File: config.mk
export PLATFORM = sky130hd
export DESIGN_NAME = multi_timer
export DESIGN_NICKNAME = d
export VERILOG_FILES = /design/src/rtl/multi_timer.sv
export SDC_FILE = /design/constraint.sdc
export NUM_CORES = 1
export LEC_CHECK = 0
export BUFFER_PORTS_ARGS = -buffer_cell sky130_fd_sc_hd__clkbuf_2
export CAP_MARGIN = 20
export CORE_MARGIN = 2
export CORE_UTILIZATION = 35
export CTS_CLUSTER_SIZE = 8
export DETAILED_ROUTE_END_ITERATION = 12
export PLACE_DENSITY = 0.49
export REMOVE_ABC_BUFFERS = 1
export SYNTH_ARGS = -nofsm -noshare
export SYNTH_HDL_FRONTEND = slang
export SYNTH_SLANG_ARGS = --single-unit
File: constraint.sdc
create_clock -name clk -period 4.3 [get_ports clk]
set_input_delay 0.86 -clock clk [delete_from_list [all_inputs] [get_ports clk]]
set_output_delay 0.86 -clock clk [all_outputs]
set_load 0.1 [all_outputs]
File: src/rtl/multi_timer.sv
// Purpose   : N_CH independent down-counting timers behind a word-addressed register bus, with per-channel and combined interrupts.
// Latency   : Dout is combinational. PEND rises (PSC+1)*max(PRESET,1)+2 cycles after the EN write (PSC is 0 when the prescaler is absent).
// Backpressure: none. Every access completes in one cycle and a channel pauses for any cycle in which its CTRL or PRESET is written.
//
// Ports: clk (rising edge), reset (async, active low), Addr[31:2] (Addr[3:2] register, Addr[5:4] channel),
//        WE/Din (register write), Dout (read data), irq_vec (PEND & IM per channel), IRQ (OR of irq_vec).
// Register map per channel: 0 CTRL {PSC[7:4], IM[3], MODE[2:1], EN[0]}, 1 PRESET, 2 COUNT (read-only), 3 STATUS {PEND[0]} (write 1 to clear).
// Build option: define MULTI_TIMER_PRESCALE_EN to add the per-channel 4-bit prescaler. Without it, CTRL[7:4] reads 0.
module multi_timer #(
    parameter int N_CH  = 4,
    parameter int CNT_W = 32
) (
    input  logic            clk,
    input  logic            reset,
    input  logic [31:2]     Addr,
    input  logic            WE,
    input  logic [31:0]     Din,
    output logic [31:0]     Dout,
    output logic [N_CH-1:0] irq_vec,
    output logic            IRQ
);
    typedef enum logic [1:0] {S_IDLE, S_LOAD, S_CNT, S_INT} state_t;

    localparam logic [1:0] REG_CTRL   = 2'd0;
    localparam logic [1:0] REG_PRESET = 2'd1;
    localparam logic [1:0] REG_COUNT  = 2'd2;

    logic [1:0]  reg_sel;
    logic [1:0]  ch_sel;
    logic [31:0] rd_ch [N_CH];
    logic        unused_bits;

    assign reg_sel     = Addr[3:2];
    assign ch_sel      = Addr[5:4];
    assign unused_bits = ^{Addr[31:6], Din};

    for (genvar i = 0; i < N_CH; i++) begin : g_ch
        state_t           state_q, state_d;
        logic             en_q, en_d, im_q, pend_q, set_pend, tick;
        logic [1:0]       mode_q;
        logic [3:0]       psc_q;
        logic [CNT_W-1:0] preset_q, count_q, count_d;
        logic             sel, wr_ctrl, wr_preset, wr_status, hold, one_shot;
        logic [31:0]      rd_w;

        assign sel       = (ch_sel == 2'(i));
        assign wr_ctrl   = WE && sel && (reg_sel == REG_CTRL);
        assign wr_preset = WE && sel && (reg_sel == REG_PRESET);
        assign wr_status = WE && sel && (reg_sel == 2'd3);
        // A configuration write freezes this channel for that cycle, so a new setting never collides with an FSM update.
        assign hold      = wr_ctrl | wr_preset;
        // MODE 10 and 11 behave as auto-reload.
        assign one_shot  = (mode_q == 2'b00);

`ifdef MULTI_TIMER_PRESCALE_EN
        logic [3:0] pcnt_q, pcnt_d;
        assign tick = (pcnt_q == psc_q);
        always_ff @(posedge clk or negedge reset) begin
            if (!reset) begin
                psc_q  <= '0;
                pcnt_q <= '0;
            end else begin
                if (wr_ctrl) psc_q <= Din[7:4];
                pcnt_q <= pcnt_d;
            end
        end
`else
        assign psc_q = 4'd0;
        assign tick  = 1'b1;
`endif

        always_comb begin
            state_d  = state_q;
            count_d  = count_q;
            en_d     = en_q;
            set_pend = 1'b0;
`ifdef MULTI_TIMER_PRESCALE_EN
            pcnt_d   = pcnt_q;
`endif
            if (!hold) begin
                case (state_q)
                    S_IDLE: if (en_q) state_d = S_LOAD;
                    S_LOAD: begin
                        count_d = preset_q;
`ifdef MULTI_TIMER_PRESCALE_EN
                        pcnt_d  = '0;
`endif
                        state_d = S_CNT;
                    end
                    S_CNT: begin
                        if (!en_q) begin
                            state_d = S_IDLE;
                        end else begin
                            if (tick) begin
                                // Reaching 1 or starting at 0 both end the period, so PRESET=0 acts like PRESET=1.
                                if (count_q > CNT_W'(1)) begin
                                    count_d = count_q - CNT_W'(1);
                                end else begin
                                    count_d  = '0;
                                    set_pend = 1'b1;
                                    state_d  = S_INT;
                                end
                            end
`ifdef MULTI_TIMER_PRESCALE_EN
                            pcnt_d = tick ? 4'd0 : pcnt_q + 4'd1;
`endif
                        end
                    end
                    S_INT: begin
                        if (one_shot) begin
                            en_d    = 1'b0;
                            state_d = S_IDLE;
                        end else begin
                            state_d = S_LOAD;
                        end
                    end
                    default: state_d = S_IDLE;
                endcase
            end
        end

        always_ff @(posedge clk or negedge reset) begin
            if (!reset) begin
                state_q  <= S_IDLE;
                en_q     <= 1'b0;
                mode_q   <= '0;
                im_q     <= 1'b0;
                preset_q <= '0;
                count_q  <= '0;
                pend_q   <= 1'b0;
            end else begin
                state_q <= state_d;
                count_q <= count_d;
                // Setting PEND wins over a write-1-to-clear in the same cycle.
                pend_q  <= set_pend | (pend_q & ~(wr_status & Din[0]));
                if (wr_ctrl) begin
                    en_q   <= Din[0];
                    mode_q <= Din[2:1];
                    im_q   <= Din[3];
                end else begin
                    en_q <= en_d;
                end
                if (wr_preset) preset_q <= Din[CNT_W-1:0];
            end
        end

        always_comb begin
            rd_w = '0;
            case (reg_sel)
                REG_CTRL:   rd_w[7:0]       = {psc_q, im_q, mode_q, en_q};
                REG_PRESET: rd_w[CNT_W-1:0] = preset_q;
                REG_COUNT:  rd_w[CNT_W-1:0] = count_q;
                default:    rd_w[0]         = pend_q;
            endcase
        end

        assign rd_ch[i]   = rd_w;
        assign irq_vec[i] = pend_q & im_q;
    end

    // Channel indices at or above N_CH match no entry and read as 0.
    always_comb begin
        Dout = '0;
        for (int i = 0; i < N_CH; i++) begin
            if (ch_sel == 2'(i)) Dout = rd_ch[i];
        end
    end

    assign IRQ = |irq_vec;

endmodule

== Word-level counts from Yosys, hierarchy flattened ==
Index checks and enable logic that the tools add are counted.

* Register bits: 284
* Input bits: 65
* Output and inout bits: 37
* Word-level logic and storage cells: 229

* Add/subtract/negate cells: 4
* Order comparisons: 4
* Equal/unequal tests: 34
* Mux-type cells: 80
* Bitwise operators: 28
* Reductions and logical operators: 51

{| class="wikitable"
|+ Operators with widths
! cell !! number
|-
| 2-to-1 mux 32 bit || 12
|-
| one-hot mux 32 bit (2 select lines) || 4
|-
| one-hot mux 24 bit (2 select lines) || 4
|-
| > comparator 32 x 1 -> 1 bit, second input constant || 4
|-
| subtractor 32 x 1 -> 32 bit, second input constant || 4
|-
| one-hot mux 7 bit (3 select lines) || 4
|-
| 2-to-1 mux 1 bit || 36
|-
| AND reduction 3 bit || 12
|-
| one-hot mux 2 bit (4 select lines) || 4
|-
| equality test 2 bit, second input constant || 12
|-
| 2-to-1 mux 2 bit || 12
|-
| inequality test 2 bit, second input constant || 12
|-
| nonzero test 2 bit || 12
|-
| zero test 2 bit || 10
|-
| logical AND 1 bit || 16
|-
| bitwise AND 1 bit || 12
|-
| equality test 2 x 1 -> 1 bit, second input constant || 6
|-
| inequality test 3 bit, second input constant || 4
|-
| one-hot mux 1 bit (3 select lines) || 4
|-
| NOT 1 bit || 8
|-
| bitwise OR 1 bit || 8
|-
| OR reduction 4 bit || 1
|}

== Depth between registers and ports, before layout ==
Gate-level depths: netlist of the first run.

* Word-level depth: 7
* Gate-level depth with buffers: 10
* Mapped depth without buffers: 8

== Least setup slack after synthesis of the first run ==
Ideal clock, no wire load.

* Path type: input to output
* Start point: in Addr[3] (netlist bit)
* End point: out Dout[14]
* Arrival: 3.609 ns
* Path slack: -0.169 ns
* Stages on the path: 9
* Path buffers: 3
* Path through: inv_1 ha_1 clkbuf_1 clkbuf_1 clkbuf_1 a22oi_1 a211oi_1 a21oi_1 nor2b_1

* Word-level cells in the longest chain between the ends: 6

{| class="wikitable"
|+ RTL lines
! item !! RTL line !! text
|-
| start: declaration || 15 || <nowiki>input logic [31:2] Addr,</nowiki>
|-
| equality test 2 bit or equality test 2 x 1 -> 1 bit (tied branches) || 149 || <nowiki>case (reg_sel)</nowiki>
|-
| one-hot mux 24 bit (2 select lines) || 149 ||
|-
| 2-to-1 mux 32 bit (3 in series) || 165 || <nowiki>if (ch_sel == 2'(i)) Dout = rd_ch[i];</nowiki>
|-
| 2-to-1 mux 32 bit * || 165 ||
|-
| end: declaration || 18 || <nowiki>output logic [31:0] Dout,</nowiki>
|}

Every way passes the cells marked *; elsewhere a longest branch is shown, timed or not.

== Worst setup path in the final report of the first run ==
* Start point: in Addr[3] (netlist bit)
* End point: out Dout[5]

* Word-level cells in the longest chain between the ends: 6

{| class="wikitable"
|+ RTL lines
! item !! RTL line
|-
| equality test 2 bit (tied with other cells) || 149
|-
| one-hot mux 7 bit (3 select lines) || 149
|-
| 2-to-1 mux 32 bit (3 in series) || 165
|-
| 2-to-1 mux 32 bit * || 165
|}

Marks and branches as above.

==> out/results.tsv, run 1 <==
metric	value	unit
yosysUniqueCellTypes	69	
netlist_instances	1777	
multi_input_area	8870	um2
initial_core_util	35.6	%
setup_ws	0.252	ns
dp.final_hpwl	43.7	mm
clock-sinks	284	
core	46800	um2
min_period_over_period	94.1	%
grt_pass1_vias	14700	
synthToLayoutAreaGrowth	16.5	%
slowest_stage	ha_4	
viasPerCell	6.25	
drive_gt1_share	19.4	%
worstSetupEndpointType	output pin	
cp_num_buf_inv	4	
io_pins	102	
pre_cts_ws	0.317	ns
async_flop_share	100	%
p_comb_share	39.7	%
clk_pin_slew_worst_paths	0.05	ns
post-cts-setup-buffers	0	
netlist_area	16700	um2
die_h	222	um
gp_congestion	0.901	
hold_slack	0.288	ns
dr.pass1.iters	5	
p_sw_share	42.9	%
die-area	49300	um2
fillers	4578	
drv_slew	0	
antenna_found_initial	1	
crit_path_start_kind	primary input	
crit_chain	clkbuf_2 -> inv_1 -> ha_4 -> buf_4 -> a22oi_1 -> a21oi_1 -> a21oi_1 -> nor2_1 -> buf_12	
finalNetCount	1899	
hold_buffers	0	
worstPathArrival	3.19	ns
cts-root-buf	clkbuf_16	
synth_seq_area_share	42.7	%
synth-edff-count	0	
io_buffers	75	
critPathCapture	Dout[5]	
syn_area_per_cell	9.37	um2
timing.rr.start	g_ch[0].count_q[10]	
worst-r2r-setup-slack	0.79	ns
cts_buffers	41	
hold_violations	0	
tightest_slew	1.22	ns
crit_cells	9	
clock.fmax	247	MHz
drc	0	
final_cell_area	19400	um2
clkLatencyLatePin	0.55	ns
finalCriticalPeriod	4.05	ns
core.rowCount	79	
vdd_drop_max	0.000286	V
p_leak	7.74	nW
r2r-end	g_ch[0].count_q[18]	
layout_common_cells	dfrtp_1 (284), mux2_2 (137), nand2_1 (127)	
wl_per_cell	25.1	um
yosysTopAreaCell	dfrtp_1	
cts_resized	0	
synth_top_cell_area_share	42.7	%
p_int	7.20	mW
p_per_area	649	nW/um2
grt_max_degree	85	
grt_setup_unrepaired	false	
pwr-share-clk	23.0	%
antenna_cells	0	
reg2regPathDepth	7	
path_class	in -> out	
synth.area.top_cells	dfrtp_1 (43%), mux2_2 (9.3%), a22oi_1 (4.0%)	
overflow	0	
slew_headroom	18.3	%
outcome	complete, no violations	
required	3.44	ns
register_area	7110	um2
cp_max_fo	42	
setup_viol	0	
htree_levels	2	
setup_tns	0	ns
grt_first_pass_wirelength	93.4	mm
ys_ff_latch	284	
drt_iter0_drc	1407	
min_path_type	in -> async	
clk_path_buf_depth	3	
placed_cell_area	18400	um2
wirelength	61.1	mm
vias	15200	
seqPwrFrac	37.3	%
cts_tree	done	
antenna_left	0	
yosys_warnings	0	
critical_path.top_delay_family	buffers and inverters	
max_stage_delay	0.59	ns
power_switching	5.40	mW
grtUsageTotal	24.5	%
synth_ff_type	dfrtp_1	
drv_cap	0	
crit_start	Addr[3]	
cp_common_cell	a21oi_1	
final_common_cell	dfrtp_1	
die-width	222	um
fin_skew	0.00991	ns
[area by class of cell]
| type | count | share of cell area [%] |
|---|---|---|
| well taps | 607 | 3.91 |
| clock buffers | 44 | 5.40 |
| repair buffers | 141 | 7.54 |
| inverters | 42 | 0.813 |
| flip-flops and latches | 284 | 36.6 |
| multi-input cells | 1311 | 45.7 |
[per-layer routing]
| metal | global-route usage, % | vias to the layer above | part of all wire, % |
|---|---|---|---|
| met2 | 39.7 | 482 | 47 |
| met1 | 34.6 | 7687 | 45 |
| li1 | - | 6937 | - |
| met4 | 6.36 | 0 | 2.3 |
| met5 | 0 | - | 0 |
| met3 | 3.29 | 82 | 5.5 |
[power by group through the flow]
stage          Combinational (mW)  Clock [mW]  Sequential [mW]
4_1_cts                      4.98        2.95             4.67
3_3_place_gp                 4.88           0             4.68
3_5_place_dp                 4.97           0             4.70
2_1_floorplan                3.32           0             4.33
6_report                     5.00        2.89             4.70
5_1_grt                      5.47        3.06             4.85
[sequential cells by signal (all words and copies together), names as in the netlist]
name / count
g_ch.mode_q: 8
g_ch.state_q: 8
g_ch.en_q: 4
g_ch.preset_q: 128
g_ch.pend_q: 4
g_ch.count_q: 128
g_ch.im_q: 4
[synthesized netlist by cell type, types with 34 or more instances]
| cell | count |
|---|---|
| nor2_1 | 101 |
| a221oi_1 | 63 |
| mux2_2 | 137 |
| a211oi_1 | 34 |
| dfrtp_1 | 284 |
| clkbuf_1 | 110 |
| nand3_1 | 41 |
| nor3_1 | 63 |
| o21ai_0 | 119 |
| nand2_1 | 127 |
| inv_1 | 42 |
| a22oi_1 | 89 |
| nor2b_1 | 34 |
| a21oi_1 | 123 |
[per-stage QoR]
step | std cells | utilization [%] | power [mW]
after CTS | 2429 | 41.5 | 12.6
after floorplan | 1637 | - | 7.65
final | 2429 | 41.5 | 12.6
after detailed placement | 2385 | 39.3 | 9.67
after global routing | 2429 | 41.5 | 13.4
after global placement | 2385 | 39.3 | 9.55
[logic make-up (layout without fill, tap and decap cells)]
group,count (synthesis),count (layout),share of synthesized area [%]
AOI/OAI and AO/OA,639,639,26.5
and+or+nand+nor,518,518,15.8
DFF,284,284,42.7
buffers and inverters,182,227,4.44
muxes,141,141,9.58
adders and majority gates,13,13,0.977
[how the worst min path moves through the flow]
stage                    startpoint                  end  slack, ns
2_1_floorplan  g_ch[1].preset_q[28]  g_ch[1].count_q[28]       0.47
3_3_place_gp    g_ch[1].count_q[23]  g_ch[1].count_q[23]       0.50
3_5_place_dp   g_ch[1].preset_q[27]  g_ch[1].count_q[27]       0.50
4_1_cts                       reset       g_ch[1].pend_q       0.35
5_1_grt                       reset  g_ch[1].preset_q[0]       0.35
6_report                      reset  g_ch[1].preset_q[0]       0.29
Power figures use the tool's default switching activity.
==> run 2, diff against run 1 <==
Settings changed: MAX_ROUTING_LAYER from default to met4.
==> out/results.tsv, run 2 (same netlist as run 1, synthesis figures left out) <==
metric	value	unit
cts-root-buf	clkbuf_16	
fin_skew	0.0206	ns
slew_headroom	28.9	%
clock.fmax	251	MHz
drc	0	
die-area	49300	um2
max_stage_delay	0.58	ns
clk_path_buf_depth	3	
hold_violations	0	
cp_max_fo	43	
overflow	0	
core.rowCount	79	
dr.pass1.iters	5	
worst-r2r-setup-slack	0.82	ns
vdd_drop_max	0.000270	V
worstSetupEndpointType	output pin	
slowest_stage	ha_4	
multi_input_area	8870	um2
p_leak	7.81	nW
viasPerCell	6.25	
tightest_slew	1.07	ns
clk_pin_slew_worst_paths	0.05	ns
wl_per_cell	25.0	um
hold_buffers	0	
drive_gt1_share	19.8	%
grt_setup_unrepaired	false	
final_common_cell	dfrtp_1	
required	3.44	ns
drt_iter0_drc	1483	
finalNetCount	1903	
r2r-end	g_ch[0].count_q[17]	
die_h	222	um
crit_start	Addr[3]	
worstPathArrival	3.13	ns
grt_first_pass_wirelength	94.3	mm
crit_chain	clkbuf_2 -> inv_1 -> ha_4 -> buf_4 -> a22oi_1 -> a211oi_1 -> a21oi_1 -> nor2b_1 -> buf_4 -> buf_12	
finalCriticalPeriod	3.99	ns
register_area	7110	um2
m1WireLength	27.1	mm
initial_core_util	35.6	%
post-cts-setup-buffers	0	
top_regs	g_ch.count_q: 128 flops, g_ch.preset_q: 128 flops	
grtUsageTotal	25.5	%
dp.final_hpwl	43.5	mm
layout_common_cells	dfrtp_1 (284), mux2_2 (137), nand2_1 (127)	
crit_path_start_kind	primary input	
path_class	in -> out	
antenna_found_initial	0	
cts_buffers	42	
timing.rr.start	g_ch[0].count_q[10]	
dr_wl_met3	3.93	mm
min_path_type	in -> async	
io_buffers	75	
cts_tree	done	
die-width	222	um
reg2regPathDepth	7	
wirelength	61.0	mm
cp_common_cell	buf_4	
min_period_over_period	92.7	%
drv_cap	0	
synthToLayoutAreaGrowth	17.4	%
vias	15300	
core	46800	um2
cts_resized	0	
grt_pass1_vias	14800	
drv_slew	0	
htree_levels	2	
dp_cells	2387	
p_per_area	653	nW/um2
final_cells	2439	
grt_max_degree	85	
fin_util	41.8	%
outcome	complete, no violations	
dr.max_layer_used	met4	
io_pins	102	
gp_congestion	0.907	
dr_wl_met2	28.5	mm
setup_viol	0	
clock-sinks	284	
antenna_left	0	
fillers	4576	
antenna_cells	0	
clkLatencyLatePin	0.57	ns
[run 2: where the power goes]
part           switching [mW]  internal (mW)  total [mW]  leakage (nW)
Sequential               1.13           3.57        4.70          3.54
Clock                    1.24           1.85        3.09         0.571
Combinational            3.05           1.93        4.98          3.70
[run 2: metal layers]
metal	global-route usage, %	up-vias
li1	-	6937
met1	34.6	7732
met2	40.1	503
met3	3.76	79
met4	6.45	0
met5	-	-
[run 2: worst max-delay path: cells and delay by family]
kind	cells	cell delay, ns
and+or+nand+nor	1	0.17
AOI/OAI and AO/OA	3	0.54
adders and majority gates	1	0.58
buffers and inverters	5	0.93
[run 2: how the worst max path moves through the flow]
stage / end / cells past startpoint
2_1_floorplan: g_ch[3].count_q[28] / 8
3_3_place_gp: Dout[8] / 9
3_5_place_dp: Dout[23] / 10
4_1_cts: Dout[23] / 10
5_1_grt: Dout[8] / 9
6_report: Dout[23] / 10
[run 2: through the flow]
step	area [um2]	TNS [ns]	hold slack, ns	total power [mW]	setup slack [ns]
6_report	19600	0	0.285	12.8	0.313
5_1_grt	19600	0	0.344	13.6	0.120
4_1_cts	19500	0	0.320	12.8	0.318
3_5_place_dp	18400	0	0.508	9.64	0.321
3_3_place_gp	18400	0	0.502	9.55	0.352
2_1_floorplan	16100	-310.81	0.466	7.65	-1.95
[run 2: final cells by class]
type / instances / share of cell area [%]
clock buffer: 50 / 5.91
clock inverter: 1 / 0.0448
inverter: 42 / 0.806
multi-input combinational: 1311 / 45.3
sequential: 284 / 36.3
tap: 607 / 3.88
timing repair buffer: 144 / 7.67
==> run 3, diff against run 2 <==
Settings changed: ABC_AREA from default to 1.
==> out/results.tsv, run 3 <==
metric	value	unit
synth_ff_type	dfrtp_1	
antenna_left	0	
core	51100	um2
gp_congestion	1.01	
core.rowCount	83	
dp.final_hpwl	51.3	mm
die-area	53300	um2
post-cts-setup-buffers	0	
pre_cts_ws	0.216	ns
min_path_type	in -> async	
async_flop_share	100	%
gr-usage-met3	2.84	%
worstPathArrival	3.24	ns
netlist_area	18000	um2
final_cells	3318	
clk_path_buf_depth	3	
clock.fmax	244	MHz
finalCriticalPeriod	4.10	ns
tightest_slew	0.935	ns
htree_levels	2	
use_met2	42.8	%
synth_seq_area_share	39.5	%
wl_per_cell	20.7	um
top_regs	g_ch.count_q: 128 flops, g_ch.preset_q: 128 flops	
grt_most_used_layer	met2	
vias	17700	
setup_ws	0.202	ns
clkLatencyLatePin	0.57	ns
min_period_over_period	95.3	%
required	3.44	ns
cts_resized	0	
clk_pin_slew_worst_paths	0.05	ns
drive_gt1_share	10.4	%
drt_iter0_drc	1655	
cp_max_fo	26	
dr.pass1.iters	6	
yosysUniqueCellTypes	49	
cts-root-buf	clkbuf_16	
setup_viol	0	
finalNetCount	2709	
synth-edff-count	0	
grt_max_degree	87	
synth.area.top_cells	dfrtp_1 (39%), nand2_1 (14%), o21ai_0 (7.5%)	
worstSetupEndpointType	output pin	
p_per_area	660	nW/um2
hold_slack	0.321	ns
netlist_instances	2573	
vdd_drop_max	0.000269	V
seqPwrFrac	34.5	%
wirelength	68.7	mm
path_class	in -> out	
io_pins	102	
drc	0	
die-width	231	um
syn_area_per_cell	7.00	um2
viasPerCell	5.32	
antenna_found_initial	1	
yosysTopAreaCell	dfrtp_1	
synth_top_cell_area_share	39.5	%
outcome	complete, no violations	
yosys_warnings	0	
p_comb_share	42.9	%
grt_pass1_vias	16800	
synthToLayoutAreaGrowth	15.8	%
p_int	7.48	mW
cts_buffers	42	
overflow	0	
hold_violations	0	
slew_headroom	37.5	%
power_switching	6.29	mW
grtUsageTotal	26.6	%
layout_common_cells	nand2_1 (677), dfrtp_1 (284), o21ai_0 (270)	
grt_first_pass_wirelength	104	mm
netlist_top_cells_count	nand2_1 (679), dfrtp_1 (284), o21ai_0 (270)	
synth_most_common_cell	nand2_1	
pwr-share-clk	22.6	%
grt_setup_unrepaired	false	
cts_tree	done	
io_buffers	75	
fin_skew	0.0146	ns
p_sw_share	45.7	%
crit_path_start_kind	primary input	
drv_slew	0	
die_h	231	um
clock-sinks	284	
final_common_cell	nand2_1	
drv_cap	0	
hold_buffers	0	
ys_ff_latch	284	
initial_core_util	35.3	%
grtUsageMet1	35.3	%
dp_cells	3267	
p_leak	9.63	nW
-- run 3: cell count changes in the layout (fill, tap and decap cells not counted), sizes merged, moves of 46 or more --
cell / previous run / this run
nand3: 41 / 134
a21oi: 125 / 243
inv: 42 / 276
nor3: 63 / 15
xor2: 0 / 46
mux2: 137 / 0
nand2: 127 / 694
a22oi: 89 / 12
o21ai: 126 / 274
nor2: 101 / 286
-- run 3: final timing paths --
check                                         start                    to  slack, ns  cells past startpoint
max in group asynchronous                     reset  g_ch[2].preset_q[20]       2.85                      2
worst min register to register  g_ch[1].preset_q[1]   g_ch[1].preset_q[1]       0.51                      2
worst max-delay path                        Addr[3]               Dout[6]       0.20                     11
worst max register to register   g_ch[1].count_q[0]    g_ch[1].count_q[0]       1.60                     10
worst min-delay path                          reset     g_ch[1].mode_q[1]       0.32                      1
min in group clk                g_ch[1].preset_q[1]   g_ch[1].preset_q[1]       0.51                      2
-- run 3: cells by family (layout without fill, tap and decap cells) --
family          after synthesis  in the layout  share of synthesized area [%]
simple gates               1172           1172                           27.0
compound gates              659            659                           21.2
buf+inv                     399            463                           9.14
flops                       284            284                           39.5
xor+xnor                     46             46                           2.24
fa+ha+maj                    13             13                          0.903
other cells                   0              1                              0
-- run 3: area by class of cell --
cell class	instances	area, um2
clock inverter	1	7.51
timing repair buffer	134	1380
multi-input combinational	1890	9280
clock buffer	49	1170
antenna	1	2.50
fill	5380	30200
inverter	279	1060
sequential	284	7110
tap	680	851
-- run 3: metrics by stage --
stage	total power [mW]	cell area (um2)	setup TNS [ns]	utilization, %
floorplan	8.59	17400	-309.95	-
global placement	10.5	19700	0	38.5
detailed placement	10.6	19700	0	38.5
CTS	13.8	20900	0	40.8
global route	14.8	20900	0	40.8
finish	13.8	20900	0	40.8
-- run 3: power by group through the flow --
stage / registers [mW] / logic [mW] / clock network [mW]
floorplan: 4.36 / 4.22 / 0
global placement: 4.74 / 5.77 / 0
detailed placement: 4.76 / 5.88 / 0
CTS: 4.73 / 5.91 / 3.18
global route: 4.88 / 6.65 / 3.27
finish: 4.75 / 5.91 / 3.11
-- run 3: critical path, stage by stage --
cell and delay [ns]:
clkbuf_2 0.13, inv_1 0.11, ha_4 0.38, buf_12 0.24
buf_4 0.15, nand2_1 0.04, o21ai_0 0.13, o21ai_0 0.14
nor4_1 0.63, buf_4 0.24, buf_12 0.17
-- run 3: routing by layer --
layer	wire, um	part of all wire (%)	vias up
li1	-	-	8563
met4	1840	2.7	0
met2	32300	47	500
met1	31200	45	8491
met5	0	0	-
met3	3400	5.0	99
